### src/rtl/seq_code_lock_pkg.sv
// Shared types and constants for the sequential code lock.
package seq_code_lock_pkg;

  typedef enum logic [1:0] {
    IDLE,
    ENTRY,
    LOCKOUT
  } state_t;

  localparam int MAX_DIGIT = 9;

  // Digits 1,2,3,4 with the first digit in the LSBs
  localparam logic [15:0] DEFAULT_CODE = 16'h4321;

endpackage

### src/rtl/seq_code_lock_if.sv
// Keypad, code-load and status bundle for the code lock.
interface seq_code_lock_if #(
  parameter int CODE_LEN  = 4,
  parameter int DIGIT_W   = 4,
  parameter int MAX_FAILS = 3
);

  localparam int FC_W = $clog2(MAX_FAILS + 1);
  localparam int EC_W = $clog2(CODE_LEN + 1);

  logic                        key_valid;
  logic [DIGIT_W-1:0]          key_digit;
  logic                        code_load;
  logic [CODE_LEN*DIGIT_W-1:0] code_word;
  logic                        correct_signal;
  logic                        alarm;
  logic                        locked_out;
  logic [FC_W-1:0]             fail_count;
  logic [EC_W-1:0]             entry_count;

  modport master (
    output key_valid, key_digit, code_load, code_word,
    input  correct_signal, alarm, locked_out,
    input  fail_count, entry_count
  );

  modport slave (
    input  key_valid, key_digit, code_load, code_word,
    output correct_signal, alarm, locked_out,
    output fail_count, entry_count
  );

endinterface

### src/rtl/seq_code_lock_timer.sv
// Loadable down-counter; done while the count sits at zero.
module lock_timer #(
  parameter int W = 4
) (
  input  logic         clk,
  input  logic         reset,
  input  logic         load,
  input  logic [W-1:0] load_val,
  output logic         done
);

  logic [W-1:0] cnt;

  always_ff @(posedge clk or posedge reset) begin
    if (reset)
      cnt <= '0;
    else if (load)
      cnt <= load_val;
    else if (cnt != '0)
      cnt <= cnt - 1'b1;
  end

  assign done = (cnt == '0);

endmodule

### src/rtl/seq_code_lock.sv
// Sequential keypad lock with fail counting, alarm,
// timed lockout and partial-entry timeout.
module seq_code_lock #(
  parameter int CODE_LEN       = 4,
  parameter int DIGIT_W        = 4,
  parameter int MAX_FAILS      = 3,
  parameter int LOCKOUT_CYCLES = 16,
  parameter int ENTRY_TIMEOUT  = 32
) (
  input logic          clk,
  input logic          reset,
  seq_code_lock_if.slave bus
);

  import seq_code_lock_pkg::*;

  localparam int CW   = CODE_LEN * DIGIT_W;
  localparam int FC_W = $clog2(MAX_FAILS + 1);
  localparam int EC_W = $clog2(CODE_LEN + 1);
  localparam int LK_W = $clog2(LOCKOUT_CYCLES + 1);
  localparam int TO_W = $clog2(ENTRY_TIMEOUT + 1);

  state_t             state;
  logic [CW-1:0]      code;
  logic [EC_W-1:0]    entry_count;
  logic [FC_W-1:0]    fail_count;
  logic               mismatch;
  logic               correct_r;
  logic               alarm_r;
  logic               locked_r;

  logic               accept;
  logic               last;
  logic               att_bad;
  logic               trip;
  logic               lk_done;
  logic               to_done;
  logic [DIGIT_W-1:0] exp_digit;

  always_comb begin
    exp_digit = '0;
    for (int i = 0; i < CODE_LEN; i++)
      if (entry_count == EC_W'(i))
        exp_digit = code[i*DIGIT_W +: DIGIT_W];
  end

  assign accept  = bus.key_valid && (state != LOCKOUT);
  assign last    = (entry_count == EC_W'(CODE_LEN - 1));
  // Mismatch history only counts once past the first digit
  assign att_bad = ((entry_count != '0) && mismatch)
                || (bus.key_digit > DIGIT_W'(MAX_DIGIT))
                || (bus.key_digit != exp_digit);
  assign trip    = accept && last && att_bad
                && (fail_count == FC_W'(MAX_FAILS - 1));

  lock_timer #(.W(LK_W)) u_lk (
    .clk      (clk),
    .reset    (reset),
    .load     (trip),
    .load_val (LK_W'(LOCKOUT_CYCLES - 1)),
    .done     (lk_done)
  );

  lock_timer #(.W(TO_W)) u_to (
    .clk      (clk),
    .reset    (reset),
    .load     (accept),
    .load_val (TO_W'(ENTRY_TIMEOUT - 1)),
    .done     (to_done)
  );

  always_ff @(posedge clk or posedge reset) begin
    if (reset) begin
      state       <= IDLE;
      code        <= CW'(DEFAULT_CODE);
      entry_count <= '0;
      fail_count  <= '0;
      mismatch    <= 1'b0;
      correct_r   <= 1'b0;
      alarm_r     <= 1'b0;
      locked_r    <= 1'b0;
    end else begin
      correct_r <= 1'b0;
      unique case (state)
        IDLE, ENTRY: begin
          if (accept && !last) begin
            state       <= ENTRY;
            entry_count <= entry_count + 1'b1;
            mismatch    <= att_bad;
          end else if (accept) begin
            state       <= IDLE;
            entry_count <= '0;
            mismatch    <= 1'b0;
            if (!att_bad) begin
              correct_r  <= 1'b1;
              fail_count <= '0;
              alarm_r    <= 1'b0;
            end else if (trip) begin
              state      <= LOCKOUT;
              fail_count <= FC_W'(MAX_FAILS);
              alarm_r    <= 1'b1;
              locked_r   <= 1'b1;
            end else begin
              fail_count <= fail_count + 1'b1;
            end
          end else if (state == ENTRY && to_done) begin
            state       <= IDLE;
            entry_count <= '0;
            mismatch    <= 1'b0;
          end else if (state == IDLE && bus.code_load) begin
            code <= bus.code_word;
          end
        end
        LOCKOUT: begin
          if (lk_done) begin
            state      <= IDLE;
            locked_r   <= 1'b0;
            fail_count <= '0;
          end
        end
        default: state <= IDLE;
      endcase
    end
  end

  assign bus.correct_signal = correct_r;
  assign bus.alarm          = alarm_r;
  assign bus.locked_out     = locked_r;
  assign bus.fail_count     = fail_count;
  assign bus.entry_count    = entry_count;

endmodule

### src/flat_wrapper.sv
// flat-port wrapper written by rule: the top's interface ports become plain ports
module seq_code_lock_flat import seq_code_lock_pkg::*;
#(
  parameter int CODE_LEN       = 4,
  parameter int DIGIT_W        = 4,
  parameter int MAX_FAILS      = 3,
  parameter int LOCKOUT_CYCLES = 16,
  parameter int ENTRY_TIMEOUT  = 32
)
  (clk, reset, bus_key_valid, bus_key_digit, bus_code_load, bus_code_word, bus_correct_signal, bus_alarm, bus_locked_out, bus_fail_count, bus_entry_count);
  seq_code_lock_if #(.CODE_LEN(CODE_LEN), .DIGIT_W(DIGIT_W), .MAX_FAILS(MAX_FAILS)) bus_i ();
  input logic clk;
  input logic reset;
  input wire logic [$bits(bus_i.key_valid)-1:0] bus_key_valid;
  input wire logic [$bits(bus_i.key_digit)-1:0] bus_key_digit;
  input wire logic [$bits(bus_i.code_load)-1:0] bus_code_load;
  input wire logic [$bits(bus_i.code_word)-1:0] bus_code_word;
  output wire logic [$bits(bus_i.correct_signal)-1:0] bus_correct_signal;
  output wire logic [$bits(bus_i.alarm)-1:0] bus_alarm;
  output wire logic [$bits(bus_i.locked_out)-1:0] bus_locked_out;
  output wire logic [$bits(bus_i.fail_count)-1:0] bus_fail_count;
  output wire logic [$bits(bus_i.entry_count)-1:0] bus_entry_count;
  assign bus_i.key_valid = bus_key_valid;
  assign bus_i.key_digit = bus_key_digit;
  assign bus_i.code_load = bus_code_load;
  assign bus_i.code_word = bus_code_word;
  assign bus_correct_signal = bus_i.correct_signal;
  assign bus_alarm = bus_i.alarm;
  assign bus_locked_out = bus_i.locked_out;
  assign bus_fail_count = bus_i.fail_count;
  assign bus_entry_count = bus_i.entry_count;
  seq_code_lock #(.CODE_LEN(CODE_LEN), .DIGIT_W(DIGIT_W), .MAX_FAILS(MAX_FAILS), .LOCKOUT_CYCLES(LOCKOUT_CYCLES), .ENTRY_TIMEOUT(ENTRY_TIMEOUT)) u_core (.clk(clk), .reset(reset), .bus(bus_i));
endmodule
### config.mk
export PLATFORM = sky130hd
export DESIGN_NAME = seq_code_lock_flat
export DESIGN_NICKNAME = d
export VERILOG_FILES = /design/src/rtl/seq_code_lock_pkg.sv /design/src/rtl/seq_code_lock_if.sv /design/src/rtl/seq_code_lock_timer.sv /design/src/rtl/seq_code_lock.sv /design/src/flat_wrapper.sv
export SDC_FILE = /design/constraint.sdc
export NUM_CORES = 1
export LEC_CHECK = 0
export BUFFER_PORTS_ARGS = -buffer_cell sky130_fd_sc_hd__buf_2
export CORE_MARGIN = 5
export CORE_UTILIZATION = 50
export CTS_BUF_LIST = sky130_fd_sc_hd__clkbuf_8
export DETAILED_ROUTE_END_ITERATION = 6
export PLACE_DENSITY = 0.69
export RECOVER_POWER = 50
export SYNTH_ARGS = -nofsm -noshare
export SYNTH_HDL_FRONTEND = slang
export SYNTH_SLANG_ARGS = --single-unit
### constraint.sdc
create_clock -name clk -period 2.4 [get_ports clk]
set_input_delay 0.12 -clock clk [delete_from_list [all_inputs] [get_ports clk]]
set_output_delay 0.12 -clock clk [all_outputs]
set_load 0.01 [all_outputs]
==> results.md <==
| Item | Value | Unit |
|:---|:---|:---|
| Req. time, crit path | 2.59 | ns |
| Layout Nets | 262 | - |
| Crit share post-route | 91.7 | % |
| Static Leakage | 1.06 | nW |
| Number of failing setup endpoints in the final timing report | 0 | - |
| Non-Filler Instances | 278 | - |
| Vias | 1513 | - |
| Detail Placement HPWL | 3090 | microns |
| First-pass GRT wire length | 6850 | microns |
| Via density per instance | 5.44 | - |
| Setup slack after layout | 0.199 | ns |
| Proportion of synthesized chip area in sequential cells | 48.8 | % |
| Grt ovf | 0 | - |
| Critical Path Start Type | flop | - |
| Number of hold violations in the final report | 0 | - |
| Area growth, synth to finish | 16.4 | % |
| Unrepaired setup endpoints after global routing | no | - |
| Maximum number of pins on one net before global-route repair | 39 | - |
| Core ar. | 0.00374 | sq mm |
| Cell Count Post-Placement | 269 | - |
| Die span in x | 72.6 | microns |
| Vertical die dimension | 72.6 | microns |
| Total wire length | 4030 | microns |
| Max Clock Freq | 0.454 | GHz |
| Worst Path Arrival | 2.39 | ns |
| Antenna cells | 0 | - |
| Fin Setup TNS | 0 | ns |
| Slew Limit Headroom | 39.1 | % |
| Transition time at the pin with the least slew margin | 0.913 | ns |
| Post-layout util | 61.0 | % |
| Number of antenna violations at the first check in global routing | 0 | - |
| Starting density of the core | 52.4 | % |
| Clk_lat worst skew | 0.29 | ns |
| DRT iter0 DRCs | 58 | - |
| Number of buffers on the longest clock path | 2 | - |
| Syn nets | 222 | - |
| Avg Inst Size Synth | 10.4 | sq um |
| Worst slack after detailed placement | 0.211 | ns |
| Num ports | 32 | - |
| Number of buffer cells added on primary ports | 31 | - |
| Post-CTS Setup Bufs | 0 | - |
| Clock Skew | 0.00719 | ns |
| Final critical delay including setup and external delays | 2.20 | ns |
| Power per cell area | 1060 | mW/mm^2 |
| Worst-path maximum fanout | 12 | - |
| Num CTS Buffers | 5 | - |
| Row cnt | 22 | - |
| Yosys synthesis warning count | 0 | - |
| Fraction of final layout cells with drive strength greater than 1 | 27.4 | % |
| Remaining routing DRC violations | 0 | - |
| Routed WL per cell | 14.5 | microns |
| Final Slew Violations | 0 | - |
| Clock tree from TritonCTS | yes | - |
| Run status | completed | - |
| First drt pass iteration count | 6 | - |
| Total design power | 2.43 | mW |
| Worst-path clk slew | 0.07 | ns |
| Final weighted congestion of routability-driven global placement | 0.898 | - |
| Total Routing Usage GR | 16.7 | % |
| Kind of end point of the critical path | flop | - |
| Worst hold margin | 0.0330 | ns |
| Register bit total from synthesis | 38 | - |
| Synth Cell Area | 0.00196 | sq mm |
| Final standard cell area without fillers | 0.00228 | sq mm |
| Number of global-route vias before repair | 1514 | - |
| Clock sink count | 38 | - |
| CTS H-tree depth | 2 | - |
| Placement-stage cell area | 0.00219 | sq mm |
| Worst hold path type | primary input to flop | - |
| Number of violations of the max-capacitance limit | 0 | - |
| Distinct cells, synth | 38 | - |
| Setup Crit Path Kind | flop to flop | - |
| Peak VDD IR | 0.518 | mV |
| Clock tree root driver cell | clkbuf_8 | - |
| Antenna viol nets, final | 0 | - |
| Total Die Area | 0.00527 | sq mm |
| Syn Inst Count | 189 | - |
[power by group]
part | total, mW | internal, mW | switching (mW)
clock network | 0.403 | 0.193 | 0.210
logic | 0.938 | 0.459 | 0.480
registers | 1.09 | 0.908 | 0.181
total | 2.43 | 1.56 | 0.870
[synthesized netlist by cell type, drive strengths merged]
master    n  area share [%]
a211o     1            0.45
a211oi    1            0.38
a21boi    1            0.38
a21oi     8             2.0
a221oi    3             1.3
a2bb2oi   1            0.45
a31o      1            0.45
a31oi     1            0.32
and2      3            0.96
and3      1            0.32
buf       4             1.5
dfrtp    33              42
dfstp     5             6.7
ha        9             5.7
inv      15             2.9
mux2     16             9.2
mux2i     2             1.0
nand2    24             4.6
nand2b    3            0.96
nand3     3            0.77
nand3b    1            0.38
nand4     2            0.64
nor2      4            0.77
nor2b     6             1.9
nor3      6             1.8
nor3b     1            0.38
nor4b     2             1.5
o2111ai   1            0.45
o21ai    16             4.1
o22ai     3            0.96
o31ai     2            0.77
or2       1            0.32
or3       4             1.3
xnor2     3             1.3
xor2      2            0.89
[cells in the final DEF, fill, tap and decap left out, drive strengths merged, types with 2 or more instances in the layout]
| cell | count |
|---|---|
| or3 | 4 |
| nor3 | 6 |
| dfstp | 5 |
| o21ai | 16 |
| o22ai | 3 |
| mux2i | 2 |
| nor2b | 6 |
| inv | 18 |
| nand4 | 2 |
| dfrtp | 33 |
| a21oi | 8 |
| clkbuf | 10 |
| ha | 9 |
| xor2 | 2 |
| o31ai | 2 |
| buf | 31 |
| nand2b | 3 |
| nor4b | 2 |
| mux2 | 16 |
| xnor2 | 3 |
| nand3 | 3 |
| nor2 | 4 |
| a221oi | 3 |
| and2 | 3 |
| nand2 | 24 |
[cells by family after synthesis]
kind of cell	Yosys count	share of synthesized area [%]
mux	18	10.2
buf+inv	19	4.34
compound gates	39	12.1
xor+xnor	5	2.23
simple gates	61	16.6
flops	38	48.8
fa+ha+maj	9	5.74
[layer usage]
| metal | up-vias | share of wire [%] | GRT usage (%) |
|---|---|---|---|
| li1 | 744 | - | - |
| met1 | 712 | 44 | 21.0 |
| met2 | 49 | 48 | 26.5 |
| met3 | 8 | 6.6 | 5.79 |
| met4 | 0 | 1.7 | 6.35 |
| met5 | - | 0 | 0 |
[cell type report]
class                           instances  area, sq um
Fill cell                             342         1460
Sequential cell                        38          957
Multi-Input combinational cell        132          933
Timing Repair Buffer                   37          195
Clock buffer                            5         68.8
Tap cell                               48         60.1
Inverter                               15         56.3
Clock inverter                          3         11.3
[path summary, 6_finish.rpt]
path                                                       startpoint                                    to  slack, ns  cells past startpoint
worst max-delay path            u_core.bus.entry_count[0]$_DFFE_PP0P_  u_core.bus.fail_count[1]$_DFFE_PP0P_       0.20                      8
worst min-delay path                                bus_code_word[12]           u_core.code[12]$_DFFE_PP0P_       0.03                      3
min in group asynchronous                                       reset            u_core.code[1]$_DFFE_PP0P_       0.64                      4
max in group asynchronous                                       reset            u_core.code[7]$_DFFE_PP0P_       1.18                      4
worst min register to register            u_core.mismatch$_DFFE_PP0P_           u_core.mismatch$_DFFE_PP0P_       0.51                      2
worst max register to register  u_core.bus.entry_count[0]$_DFFE_PP0P_  u_core.bus.fail_count[1]$_DFFE_PP0P_       0.20                      8
[registers in the layout, indices dropped and copies added, names as in the netlist]
name	flops
u_core.u_to.cnt	6
u_core.bus.locked_out	1
u_core.bus.entry_count	3
u_core.bus.correct_signal	1
u_core.bus.alarm	1
u_core.mismatch	1
u_core.u_lk.cnt	5
u_core.state	2
u_core.code	16
u_core.bus.fail_count	2
[timing repair]
item / in CTS / in global routing
endpoints found under the hold margin: 33 / 0
setup endpoints to repair: 0 / 1
resized for setup: 0 / 1
hold buffers: 1 / 0
[critical path, cell delays in order (launching register included)]
cell	delay, ns
dfrtp_1	0.44
ha_1	0.23
ha_1	0.18
or2_1	0.27
o31ai_1	0.34
xor2_1	0.20
nor3_2	0.06
buf_4	0.17
o31ai_1	0.22
Note: power is estimated with default switching activity, not from simulation.
